## src/rtl/flash_pkg.sv

```systemverilog
// Shared types and constants for the flash word reader and its address sequencer.
package flash_pkg;

    localparam int FLASH_ADDR_W = 23;

    localparam logic [FLASH_ADDR_W-1:0] FLASH_START_ADDR = 23'h000000;
    localparam logic [FLASH_ADDR_W-1:0] FLASH_END_ADDR   = 23'h07FFFF;

    localparam int FLASH_DATA_W      = 32;
    localparam int FLASH_UNDERRUN_W  = 8;

    typedef enum logic [2:0] {
        IDLE,
        REQ,
        WAIT,
        FLUSH,
        FULL
    } flash_rd_state_t;

endpackage

```

## src/rtl/flash_addr_seq.sv

```systemverilog
// Word address register for the audio region: steps forward/backward with
// wrap at the region bounds, or reloads the song start on restart.
module flash_addr_seq
    import flash_pkg::*;
#(
    parameter int                ADDR_W     = FLASH_ADDR_W,
    parameter logic [ADDR_W-1:0] START_ADDR = ADDR_W'(FLASH_START_ADDR),
    parameter logic [ADDR_W-1:0] END_ADDR   = ADDR_W'(FLASH_END_ADDR)
) (
    input  logic              clk,
    input  logic              reset,
    input  logic              load,
    input  logic              advance,
    input  logic              reverse,
    output logic [ADDR_W-1:0] addr
);

    localparam logic [ADDR_W-1:0] ONE = ADDR_W'(1);

    logic [ADDR_W-1:0] addr_q;
    logic [ADDR_W-1:0] addr_d;

    // Reload wins over advance so a restart never lands one word off the start.
    always_comb begin
        addr_d = addr_q;
        if (load) begin
            addr_d = reverse ? END_ADDR : START_ADDR;
        end else if (advance) begin
            if (reverse) begin
                addr_d = (addr_q == START_ADDR) ? END_ADDR : addr_q - ONE;
            end else begin
                addr_d = (addr_q == END_ADDR) ? START_ADDR : addr_q + ONE;
            end
        end
    end

    always_ff @(posedge clk or negedge reset) begin
        if (!reset) begin
            addr_q <= START_ADDR;
        end else begin
            addr_q <= addr_d;
        end
    end

    assign addr = addr_q;

endmodule

```

## src/rtl/flash_word_reader.sv

```systemverilog
// Avalon-MM read master with a one-word prefetch buffer feeding the playback stage.
// Define FLASH_READER_UNDERRUN_CNT_EN to build the saturating underrun counter.
module flash_word_reader
    import flash_pkg::*;
#(
    parameter int                ADDR_W     = FLASH_ADDR_W,
    parameter logic [ADDR_W-1:0] START_ADDR = ADDR_W'(FLASH_START_ADDR),
    parameter logic [ADDR_W-1:0] END_ADDR   = ADDR_W'(FLASH_END_ADDR)
) (
    input  logic                        clk,
    input  logic                        reset,
    input  logic                        enable,
    input  logic                        reverse,
    input  logic                        restart,
    input  logic                        step,
    input  logic                        flash_mem_waitrequest,
    input  logic [FLASH_DATA_W-1:0]     flash_mem_readdata,
    input  logic                        flash_mem_readdatavalid,
    output logic                        flash_mem_read,
    output logic [ADDR_W-1:0]           flash_mem_address,
    output logic [FLASH_DATA_W-1:0]     flash_data,
    output logic                        flash_data_valid,
    output logic [FLASH_UNDERRUN_W-1:0] underrun_count
);

    flash_rd_state_t state_q, state_d;

    logic                    restart_pend_q, restart_pend_d;
    logic [FLASH_DATA_W-1:0] buf_q, buf_d;
    logic [FLASH_DATA_W-1:0] data_q, data_d;
    logic                    valid_q, valid_d;
    logic                    read_q, read_d;
    logic                    addr_load;
    logic                    addr_advance;

    flash_addr_seq #(
        .ADDR_W     (ADDR_W),
        .START_ADDR (START_ADDR),
        .END_ADDR   (END_ADDR)
    ) u_addr_seq (
        .clk     (clk),
        .reset   (reset),
        .load    (addr_load),
        .advance (addr_advance),
        .reverse (reverse),
        .addr    (flash_mem_address)
    );

    // A restart seen while a read is stalled is remembered and applied once the
    // slave accepts, since the address must stay put until then.
    always_comb begin
        state_d        = state_q;
        restart_pend_d = restart_pend_q;
        buf_d          = buf_q;
        data_d         = data_q;
        valid_d        = 1'b0;
        addr_load      = 1'b0;
        addr_advance   = 1'b0;

        unique case (state_q)
            IDLE: begin
                if (restart) begin
                    addr_load = 1'b1;
                end
                if (enable) begin
                    state_d = REQ;
                end
            end

            REQ: begin
                if (!flash_mem_waitrequest) begin
                    if (restart || restart_pend_q) begin
                        addr_load      = 1'b1;
                        restart_pend_d = 1'b0;
                        state_d        = FLUSH;
                    end else begin
                        state_d = WAIT;
                    end
                end else if (restart) begin
                    restart_pend_d = 1'b1;
                end
            end

            WAIT: begin
                if (restart) begin
                    addr_load = 1'b1;
                    if (flash_mem_readdatavalid) begin
                        state_d = enable ? REQ : IDLE;
                    end else begin
                        state_d = FLUSH;
                    end
                end else if (flash_mem_readdatavalid) begin
                    buf_d   = flash_mem_readdata;
                    state_d = FULL;
                end
            end

            FLUSH: begin
                if (restart) begin
                    addr_load = 1'b1;
                end
                if (flash_mem_readdatavalid) begin
                    state_d = enable ? REQ : IDLE;
                end
            end

            FULL: begin
                if (restart) begin
                    addr_load = 1'b1;
                    state_d   = enable ? REQ : IDLE;
                end else if (step && enable) begin
                    data_d       = buf_q;
                    valid_d      = 1'b1;
                    addr_advance = 1'b1;
                    state_d      = REQ;
                end
            end

            default: begin
                state_d = IDLE;
            end
        endcase

        read_d = (state_d == REQ);
    end

    always_ff @(posedge clk or negedge reset) begin
        if (!reset) begin
            state_q        <= IDLE;
            restart_pend_q <= 1'b0;
            buf_q          <= '0;
            data_q         <= '0;
            valid_q        <= 1'b0;
            read_q         <= 1'b0;
        end else begin
            state_q        <= state_d;
            restart_pend_q <= restart_pend_d;
            buf_q          <= buf_d;
            data_q         <= data_d;
            valid_q        <= valid_d;
            read_q         <= read_d;
        end
    end

    assign flash_mem_read   = read_q;
    assign flash_data       = data_q;
    assign flash_data_valid = valid_q;

`ifdef FLASH_READER_UNDERRUN_CNT_EN
    logic                        underrun;
    logic [FLASH_UNDERRUN_W-1:0] ucnt_q, ucnt_d;

    assign underrun = step && enable && (state_q != FULL);

    always_comb begin
        ucnt_d = ucnt_q;
        if (underrun && (ucnt_q != {FLASH_UNDERRUN_W{1'b1}})) begin
            ucnt_d = ucnt_q + FLASH_UNDERRUN_W'(1);
        end
    end

    always_ff @(posedge clk or negedge reset) begin
        if (!reset) begin
            ucnt_q <= '0;
        end else begin
            ucnt_q <= ucnt_d;
        end
    end

    assign underrun_count = ucnt_q;
`else
    assign underrun_count = '0;
`endif

endmodule

```

## config.mk

```make
export PLATFORM = sky130hd
export DESIGN_NAME = flash_word_reader
export DESIGN_NICKNAME = d
export VERILOG_FILES = /design/src/rtl/flash_pkg.sv /design/src/rtl/flash_addr_seq.sv /design/src/rtl/flash_word_reader.sv
export SDC_FILE = /design/constraint.sdc
export NUM_CORES = 1
export LEC_CHECK = 0
export ABC_AREA = 1
export CORE_MARGIN = 2
export CORE_UTILIZATION = 50
export DETAILED_ROUTE_END_ITERATION = 6
export PLACE_DENSITY = 0.77
export SLEW_MARGIN = 20
export SYNTH_ARGS = -nofsm -noshare
export SYNTH_HDL_FRONTEND = slang
export SYNTH_HIERARCHICAL = 1
export SYNTH_SLANG_ARGS = --single-unit
```

## constraint.sdc

```tcl
create_clock -name clk -period 4.1 [get_ports clk]
set_input_delay 0.82 -clock clk [delete_from_list [all_inputs] [get_ports clk]]
set_output_delay 0.82 -clock clk [all_outputs]
set_load 0.05 [all_outputs]
```

Yosys cells after proc, flatten, opt, wreduce, memory -nomap -nowiden
Index checks and enable logic that the tools add are counted.

Output and inout port bits: 65. Input bits: 40. Bits in registers: 93. Logic and storage cells: 54.

Bitwise logic cells: 1. Multiplexer cells: 27. Reductions and logical operators: 10. Equal/unequal tests: 7. Add/subtract/negate cells: 2.

Operators by type and width (number): 2-to-1 mux 23 bit (5); adder 23 x 1 -> 23 bit, second input constant (1); equality test 23 x 19 -> 1 bit, second input constant (1); zero test 23 bit (1); subtractor 23 x 1 -> 23 bit, second input constant (1); 2-to-1 mux 3 bit (7); 2-to-1 mux 19 bit (1); one-hot mux 3 bit (5 select lines) (1); 2-to-1 mux 1 bit (11); AND reduction 3 bit (3); equality test 3 x 1 -> 1 bit, second input constant (2); equality test 3 x 2 -> 1 bit, second input constant (2); nonzero test 2 bit (2); OR reduction 4 bit (1); equality test 3 bit, second input constant (1); zero test 3 bit (1); 2-to-1 mux 2 bit (1); != test 2 bit, second input constant (1); one-hot mux 1 bit (2 select lines) (1); logical AND 1 bit (1); logical OR 1 bit (1); NOT 1 bit (1).

Longest topological paths before layout
Gate-level depths: netlist (run 1).

Word-level depth: 6. Gate-level depth with buffers: 12. Mapped depth without buffers: 11.

Modules after synthesis
Netlist (run 1), hierarchy kept.

By module, submodules not included: flash_word_reader (area each 2969.1 µm², cells each 322, sequential area each 1751.7 µm², times used 1); flash_addr_seq (area each 2406.1 µm², cells each 417, sequential area each 575.6 µm², times used 1).

Least setup slack after synthesis (run 1)
Ideal clock, no wire load.

Kind: in2reg. Start: input flash_mem_waitrequest. End: register u_addr_seq.addr_q[21], in the netlist u_addr_seq/addr[21]. Cell stages on the path: 10. Required time: 4.031 ns. Setup time: 0.069 ns. Buffers on the path: 1. Setup slack: 1.928 ns. Arrival: 2.103 ns. Cell sequence: inv_1 > nand4_1 > o21ai_0 > nor2_1 > buf_2 > nor2_1 > inv_1 > nor2_1 > nand3_1 > nand3_1.

Cells in the longest elaborated chain, start to end: 3. Elaborated cells between the ends (all ways): 4. Those cells by class: mux (3); reduce/logical (1).

Ends and longest elaborated chain: start, declared (line flash_word_reader.sv:16) `input logic flash_mem_waitrequest,`; 2-to-1 mux 1 bit (*) (line flash_word_reader.sv:71) `if (!flash_mem_waitrequest) begin`; one-hot mux 1 bit (2 select lines) (*) (line flash_word_reader.sv:60) `unique case (state_q)`; via addr_load (line flash_word_reader.sv:33) `logic addr_load;`; 2-to-1 mux 23 bit or nonzero test 2 bit (tied branches); end signal, assigned (line flash_addr_seq.sv:41) `addr_q <= addr_d;`; end, declared (line flash_addr_seq.sv:20) `logic [ADDR_W-1:0] addr_q;`.

Mark *: on every way through the listed nets, which the timed path passes. The rest lies on a longest branch. A chain may end at the register's enable or synchronous reset.

Worst setup path after layout (run 1)
Same ends and word-level chain as after synthesis.

==> out/summary.txt, run 1 <==
number of DRC markers in iteration 0 - 363
Seq/Total Area, Yosys - 0.4330
Fmax - 371.9 MHz
HPWL after DPL - 10480 µm
row count - 37
CP startpoint kind - primary input
worst r2r src - state_q[1]
Synth Register Bits - 93
status - finished, final reports clean
die area - 11600 µm²
post-layout net count - 867
gr usage total - 0.2625
Sw Ratio - 0.4779
final setup fails - 0
DR pass1 iterations - 5
Worst Hold Class - reg2reg
Clock power frac - 0.154
Vias - 5052
initial antenna violation count - 0
I/O Buffers - 96
top post-synthesis cells by area - dfrtp_1 (43%), nand2_1 (18%), nor2_1 (6.1%)
final setup skew - 0.009578 ns
met2 usage - 0.4290
hold path start - buf_q[4]
Initial Util - 0.5183
vias in the first global route - 5026
Antenna Cells - 0
Sw Pwr - 2.005 mW
WS Path Type - in2reg
Max-Cap Viols - 0
global-route wire length before repair - 23910 µm
largest area contributor in the netlist - dfrtp_1
grt peak-use layer - met2
Worst Slack Setup Final - 1.411 ns
post-route ant nets - 0
Worst slew margin - 0.4957
Worst-path clk slew - 0.09 ns
CTS root buffer - clkbuf_8
CP arrival - 3.00 ns
maximum buffer depth of the clock tree - 2
Area Growth Syn to Fin - 21.58%
Die Ht - 107.7 µm
worst slew pin tran - 0.7564 ns
fin crit share - 0.6558
hold-fix buffers at CTS - 0
critical path startpoint - flash_mem_waitrequest
routed len/inst - 14.90 µm
mapped cell area - 5375 µm²
pin count of the biggest net entering global routing - 66
Seq pwr share - 0.365
commonest non-fill, non-tap cells in the layout - nand2_1 (256), clkdlybuf4s50_1 (95), dfrtp_1 (93)
CP endpoint kind - flop
Final Max Slew Viols - 0
Yosys top cell area share - 0.4330
CTS tree - built
worst path required time - 4.41 ns
crit path time final - 2.689 ns
pwr/cell area - 642.0 nW/µm²
internal power - 2.190 mW
vias per cell - 5.241
routing usage on met3 - 0.05448
Max FO, Critical Path - 11
Static Leakage - 3.203 nW
Routed WL - 14360 µm
Global Route met1 Usage - 0.3441
combinational share of power - 0.481
Final GP Congestion - 0.9659
DR DRC count - 0
clk_lat worst skew - 0.37 ns
Max rail drop VDD - 342.7 µV
synth warn - 6
commonest non-fill, non-tap cell in the layout - nand2_1
post-cts gate resize count - 0
Mapped Cells - 739
Avg Cell Area, Syn - 7.274 µm²
dpl ws - 1.051 ns
setup bufs post-CTS - 0
cts bufs inserted - 9
Sink Count - 93
layout cells sized above 1 - 0.07850
H-tree depth - 3
final core utilization - 0.6302
Setup TNS - 0 ns
unique cell type count in the Yosys netlist - 34
Hold Vio Cnt, Final - 0
# IOs - 105
core outline area - 10370 µm²
Hold Slack - 0.4750 ns
unrepaired setup endpoints after global routing - false
Final Power - 4.195 mW
Die W - 107.7 µm
global route overflow - 0
==> power by group through the flow <==
stage / combinational [mW] / clock (mW) / sequential, mW
2_1_floorplan: 1.17 / 0 / 1.79
3_3_place_gp: 1.97 / 0 / 1.54
3_5_place_dp: 2.00 / 0 / 1.55
4_1_cts: 2.01 / 0.659 / 1.53
5_1_grt: 2.21 / 0.694 / 1.59
6_report: 2.02 / 0.645 / 1.53
==> layer usage <==
layer	up-vias	share of wire
li1	2450	-
met1	2388	0.43
met5	-	0
met4	0	0.022
met2	189	0.48
met3	25	0.067
==> stage by stage <==
step	cells	instance area, µm²
2_1_floorplan	746	5401
3_3_place_gp	949	6329
3_5_place_dp	949	6329
4_1_cts	964	6535
5_1_grt	964	6535
6_report	964	6535
==> cells by family after synthesis <==
| logic type | count (synthesis) | synth area share |
|---|---|---|
| adder cells (fa/ha/maj) | 3 | 0.006984 |
| XOR/XNOR | 16 | 0.02607 |
| other | 1 | 0.0006977 |
| flip-flops | 93 | 0.4330 |
| buffers and inverters | 120 | 0.1089 |
| AND/OR/NAND/NOR | 428 | 0.3329 |
| AO/OA/AOI/OAI | 78 | 0.09148 |
==> cell usage after synthesis (all sizes together) <==
| cell | n |
|---|---|
| nand2 | 259 |
| nor3 | 7 |
| a31oi | 1 |
| a21oi | 15 |
| nand4 | 11 |
| o21ai | 55 |
| xnor2 | 3 |
| ha | 3 |
| inv | 81 |
| clkinv | 1 |
| clkbuf | 7 |
| nand3 | 58 |
| xor2 | 13 |
| o211ai | 7 |
| buf | 31 |
| conb | 1 |
| nor2 | 93 |
| dfrtp | 93 |
==> worst paths after layout <==
path,cells past startpoint,slack [ns],endpoint
max,11,1.41,u_addr_seq/addr[21]
min reg2reg,2,0.47,flash_data[4]
max reg2reg,10,1.74,u_addr_seq/addr[21]
min,2,0.47,flash_data[4]
min in group asynchronous,1,0.49,u_addr_seq/addr[13]
max in group asynchronous,2,2.84,flash_data[10]
==> cell type report <==
| type | instances | area (µm²) |
|---|---|---|
| Clock buffer | 11 | 151.4 |
| Clock inverter | 4 | 55.05 |
| Fill cell | 940 | 3835 |
| Inverter | 82 | 307.8 |
| Multi-Input combinational cell | 533 | 2497 |
| Sequential cell | 93 | 2327 |
| Tap cell | 136 | 170.2 |
| Timing Repair Buffer | 105 | 1026 |
==> critical path, stage by stage <==
cell,delay (ns)
clkdlybuf4s50_1,0.44
inv_1,0.08
nand4_1,0.16
o21ai_0,0.19
buf_4,0.17
nor2_1,0.07
nor2_1,0.56
inv_1,0.09
nor2_1,0.22
nand3_1,0.10
nand3_1,0.10
==> registers in the layout, indices dropped and copies added (netlist names) <==
name,flops
flash_data_valid,1
flash_data,32
state_q,3
buf_q,32
flash_mem_read,1
restart_pend_q,1
u_addr_seq/addr,23
No activity file was read; power rests on OpenSTA's default activity.
==> inputs of run 2 (changes only) <==
CORE_UTILIZATION = 47   (was 50)
PLACE_DENSITY = 0.75   (was 0.77)
clock period = 2.45 ns   (was 4.1 ns; I/O delays follow)
==> out/summary.txt, run 2 (synthesis gave the netlist of run 1 again) <==
status - finished, final reports clean (unchanged)
worst path required time - 1.96 ns (was 4.41 ns)
clk_lat worst skew - 0.35 ns (was 0.37 ns)
Sink Count - 93 (unchanged)
Max FO, Critical Path - 9 (was 11)
DR DRC count - 0 (unchanged)
CTS tree - built (unchanged)
Worst Slack Setup Final - 0.1688 ns (was 1.411 ns)
Fmax - 438.4 MHz
WS Path Type - reg2out (was in2reg)
Max rail drop VDD - 530.2 µV (was 342.7 µV)
commonest non-fill, non-tap cells in the layout - nand2_1 (256), clkdlybuf4s50_1 (95), dfrtp_1 (93) (unchanged)
WP depth - 1 (was 11)
vias in the first global route - 5075 (was 5026)
post-cts gate resize count - 0 (unchanged)
worst r2r path cells - 10 (unchanged)
post-route ant nets - 0 (unchanged)
routed len/inst - 14.72 µm (was 14.90 µm)
Die W - 110.9 µm (was 107.7 µm)
Hold Vio Cnt, Final - 0 (unchanged)
I/O Buffers - 96 (unchanged)
DR pass1 iterations - 5 (unchanged)
CP startpoint kind - flop (was primary input)
Setup TNS - 0 ns (unchanged)
Worst slew margin - 0.5876 (was 0.4957)
vias per cell - 5.226 (was 5.241)
Worst Hold Class - in2async (was reg2reg)
crit path time final - 2.281 ns
pin count of the biggest net entering global routing - 66 (unchanged)
CP delay by family, top - buffers and inverters (was simple AND/OR/NAND/NOR gates)
layout cells sized above 1 - 0.08939 (was 0.07850)
Area Growth Syn to Fin - 25.51% (was 21.58%)
Reg2Reg Setup Slack - 0.33 ns (was 1.74 ns)
cts bufs inserted - 9 (unchanged)
Largest stage delay, worst path - 0.88 ns (was 0.56 ns)
hold-fix buffers at CTS - 0 (unchanged)
row count - 39 (was 37)
dpl ws - -0.02888 ns (was 1.051 ns)
Worst-path clk slew - 0.07 ns (was 0.09 ns)
HPWL after DPL - 10480 µm (about the same)
# IOs - 105 (unchanged)
post-layout net count - 877 (was 867)
core outline area - 11270 µm² (was 10370 µm²)
global route overflow - 0 (unchanged)
Initial Util - 0.4769 (was 0.5183)
worst flop-to-flop path endpoint - u_addr_seq/addr[17] (was u_addr_seq/addr[21])
initial antenna violation count - 0 (unchanged)
pwr/cell area - 1116 nW/µm² (was 642.0 nW/µm²)
Antenna Cells - 0 (unchanged)
Max-Cap Viols - 0 (unchanged)
Routed WL - 14450 µm (was 14360 µm)
global-route wire length before repair - 24340 µm (was 23910 µm)
CTS root buffer - clkbuf_16 (was clkbuf_8)
unrepaired setup endpoints after global routing - false (unchanged)
final setup fails - 0 (unchanged)
Die Ht - 110.9 µm (was 107.7 µm)
number of DRC markers in iteration 0 - 306 (was 363)
die area - 12310 µm² (was 11600 µm²)
setup bufs post-CTS - 0 (unchanged)
final setup skew - 0.006284 ns (was 0.009578 ns)
fin crit share - 0.9311
gr usage total - 0.2438 (was 0.2625)
Crit path buffers/inverters - 1 (was 4)
H-tree depth - 3 (unchanged)
commonest non-fill, non-tap cell in the layout - nand2_1 (unchanged)
Final GP Congestion - 0.9446 (was 0.9659)
Placed Area - 6437 µm² (was 6329 µm²)
maximum buffer depth of the clock tree - 2 (unchanged)
Static Leakage - 3.308 nW (was 3.203 nW)
CP endpoint kind - output port (was flop)
Final Max Slew Viols - 0 (unchanged)
worst r2r src - state_q[1] (unchanged)
CP arrival - 1.79 ns (was 3.00 ns)
Vias - 5132 (was 5052)
worst slew pin tran - 0.6163 ns (was 0.7564 ns)
Final Cell Area - 6746 µm² (was 6535 µm²)
worst-path cell chain - clkdlybuf4s50_1 (was clkdlybuf4s50_1 > inv_1 > nand4_1 > o21ai_0 > buf_4 > nor2_1 > nor2_1 > inv_1 > nor2_1 > nand3_1 > nand3_1)
slowest CP cell - clkdlybuf4s50_1 (was nor2_1)
## run 2: changes by cell type in the layout (fill, tap and decap cells not counted)
cell,change
buf_12,+2
buf_4,+8
clkbuf_1,+1
clkbuf_16,+9
clkbuf_8,-10
inv_8,+1
## run 2: worst reg2reg max path, cell delays in order (launching register included)
cell and delay [ns]:
dfrtp_1 0.45, inv_2 0.14, nor2_4 0.06, o21ai_0 0.13, o21ai_0 0.12, nor2_1 0.51, nor2_1 0.14, nand3_2 0.12
inv_2 0.10, a21oi_1 0.17, nand2_1 0.07
## run 2: per-layer routing
layer | routed length (µm) | vias up | global-route usage
met3 | 1020 | 43 | 0.04921
met5 | 0 | - | 0
met4 | 532 | 0 | 0.1142
li1 | - | 2479 | -
met1 | 5998 | 2423 | 0.2967
met2 | 6901 | 187 | 0.4160
## run 2: metrics by stage
stage	cells	total power, mW	hold slack [ns]	utilization
floorplan	746	4.962	0.1944	-
global placement	966	5.971	0.4502	0.5711
detailed placement	966	6.050	0.4561	0.5711
CTS	982	7.531	0.1012	0.5985
global route	982	8.018	0.1255	0.5985
finish	982	7.529	0.08881	0.5985
## run 2: area by class of cell
cell class                 instances  area, µm²
tap                              143      178.9
clock inverter                     5      66.31
multi-input combinational        533       2497
timing repair buffer             115       1126
fill                            1042       4526
clock buffer                      11      242.7
sequential                        93       2327
inverter                          82      307.8
## run 2: worst max-delay path by stage
stage	startpoint	endpoint	slack, ns
after floorplan	u_addr_seq/addr[1]	u_addr_seq/addr[15]	0.48
after global placement	restart	u_addr_seq/addr[17]	0.05
after detailed placement	restart	u_addr_seq/addr[17]	-0.03
after CTS	u_addr_seq/addr[6]	flash_mem_address[6]	0.16
after global routing	u_addr_seq/addr[6]	flash_mem_address[6]	0.12
final	u_addr_seq/addr[6]	flash_mem_address[6]	0.17
## run 2: where the power goes
part / switching [mW] / internal (mW)
Sequential: 0.525 / 2.01
Clock: 0.634 / 0.833
Combinational: 2.32 / 1.21
Total: 3.48 / 4.05
==> inputs of run 3 (changes only) <==
HOLD_SLACK_MARGIN = 0.12   (was unset)
==> out/summary.txt, run 3 (synthesis gave the netlist of run 1 again) <==
crit path time final - 2.277 ns (was 2.281 ns)
setup bufs post-CTS - 0 (unchanged)
Die Ht - 110.9 µm (unchanged)
worst-path cell chain - clkdlybuf4s50_1 (unchanged)
gr usage total - 0.2438 (unchanged)
Routed WL - 14490 µm (was 14450 µm)
pin count of the biggest net entering global routing - 66 (unchanged)
Area Growth Syn to Fin - 25.70% (was 25.51%)
CP arrival - 1.79 ns (about the same)
final setup skew - 0.006488 ns (was 0.006284 ns)
Die W - 110.9 µm (unchanged)
DR pass1 iterations - 5 (unchanged)
WS Path Type - reg2out (unchanged)
CTS root buffer - clkbuf_16 (unchanged)
Crit path buffers/inverters - 1 (unchanged)
Multi-input gate area - 2497 µm² (unchanged)
global route overflow - 0 (unchanged)
worst path required time - 1.96 ns (about the same)
dpl ws - -0.02888 ns (unchanged)
vias in the first global route - 5075 (unchanged)
hold-fix buffers at CTS - 1 (was 0)
CP delay by family, top - buffers and inverters (unchanged)
HPWL after DPL - 10480 µm (unchanged)
Worst-path clk slew - 0.07 ns (about the same)
Worst Slack Setup Final - 0.1730 ns (was 0.1688 ns)
Max rail drop VDD - 530.8 µV (was 530.2 µV)
fin crit share - 0.9294 (was 0.9311)
Max-Cap Viols - 0 (unchanged)
Final Max Slew Viols - 0 (unchanged)
Max FO, Critical Path - 9 (unchanged)
final setup fails - 0 (unchanged)
number of DRC markers in iteration 0 - 302 (was 306)
vias per cell - 5.177 (was 5.226)
CP startpoint kind - flop (unchanged)
Fmax - 439.2 MHz (was 438.4 MHz)
post-route ant nets - 0 (unchanged)
initial antenna violation count - 0 (unchanged)
# IOs - 105 (unchanged)
Worst slew margin - 0.5712 (was 0.5876)
layout cells sized above 1 - 0.08929 (was 0.08939)
clk_lat worst skew - 0.35 ns (about the same)
Largest stage delay, worst path - 0.88 ns (about the same)
status - finished, final reports clean (unchanged)
commonest non-fill, non-tap cell in the layout - nand2_1 (unchanged)
unrepaired setup endpoints after global routing - false (unchanged)
pwr/cell area - 1114 nW/µm² (was 1116 nW/µm²)
core outline area - 11270 µm² (unchanged)
Final Power - 7.526 mW (was 7.529 mW)
CTS tree - built (unchanged)
Sink Count - 93 (unchanged)
row count - 39 (unchanged)
Antenna Cells - 0 (unchanged)
Worst Hold Class - reg2reg (was in2async)
worst slew pin tran - 0.6409 ns (was 0.6163 ns)
cts bufs inserted - 9 (unchanged)
post-layout net count - 878 (was 877)
maximum buffer depth of the clock tree - 2 (unchanged)
DR DRC count - 0 (unchanged)
Vias - 5089 (was 5132)
Initial Util - 0.4769 (unchanged)
global-route wire length before repair - 24340 µm (unchanged)
Final GP Congestion - 0.9446 (unchanged)
Fillers - 1039 (was 1042)
post-cts gate resize count - 0 (unchanged)
Static Leakage - 3.313 nW (was 3.308 nW)
slowest CP cell - clkdlybuf4s50_1 (unchanged)
routed len/inst - 14.74 µm (was 14.72 µm)
CP endpoint kind - output port (unchanged)
FF+latch area - 2327 µm² (unchanged)
Hold Vio Cnt, Final - 0 (unchanged)
die area - 12310 µm² (unchanged)
H-tree depth - 3 (unchanged)
I/O Buffers - 96 (unchanged)
commonest non-fill, non-tap cells in the layout - nand2_1 (256), clkdlybuf4s50_1 (95), dfrtp_1 (93) (unchanged)
run 3: layer usage:
layer  wire length (µm)  GRT usage
met3               1049    0.04921
met5                  0          0
met1               5992     0.2967
met2               6976     0.4160
met4                476     0.1142
run 3: cell type report:
| type | instances | area share |
|---|---|---|
| inverter | 82 | 0.04556 |
| tap | 143 | 0.02648 |
| clock buffer | 11 | 0.03593 |
| multi-input combinational | 533 | 0.3696 |
| sequential | 93 | 0.3444 |
| clock inverter | 5 | 0.009815 |
| timing repair buffer | 116 | 0.1681 |
run 3: path summary, 6_finish.rpt:
| path | startpoint | endpoint | slack [ns] | cells past startpoint |
|---|---|---|---|---|
| max | u_addr_seq/addr[6] | flash_mem_address[6] | 0.17 | 1 |
| min | buf_q[13] | flash_data[13] | 0.47 | 2 |
| max reg2reg | state_q[1] | u_addr_seq/addr[17] | 0.29 | 10 |
| min reg2reg | buf_q[13] | flash_data[13] | 0.47 | 2 |
| max in group asynchronous | reset | state_q[1] | 1.26 | 3 |
| min in group asynchronous | reset | u_addr_seq/addr[9] | 0.63 | 2 |
run 3: worst min-delay path: cells and delay by family (launching register included):
kind	cells	cell delay, ns
flip-flops	1	0.34
AND/OR/NAND/NOR	2	0.09
run 3: where the power goes:
group          total [mW]  leakage, nW  switching [mW]  internal (mW)
clock network        1.47        0.148           0.634          0.833
logic                3.53         1.96            2.32           1.21
registers            2.53         1.21           0.523           2.01
run 3: stage by stage:
stage                TNS, ns    util  hold WS [ns]  instance area [µm²]  std cells
CTS                        0  0.5994        0.4666                 6756        983
detailed placement  -0.05392  0.5711        0.4561                 6437        966
floorplan                  0       -        0.1944                 5401        746
finish                     0  0.5994        0.4655                 6756        983
global route               0  0.5994        0.4981                 6756        983
global placement           0  0.5711        0.4502                 6437        966
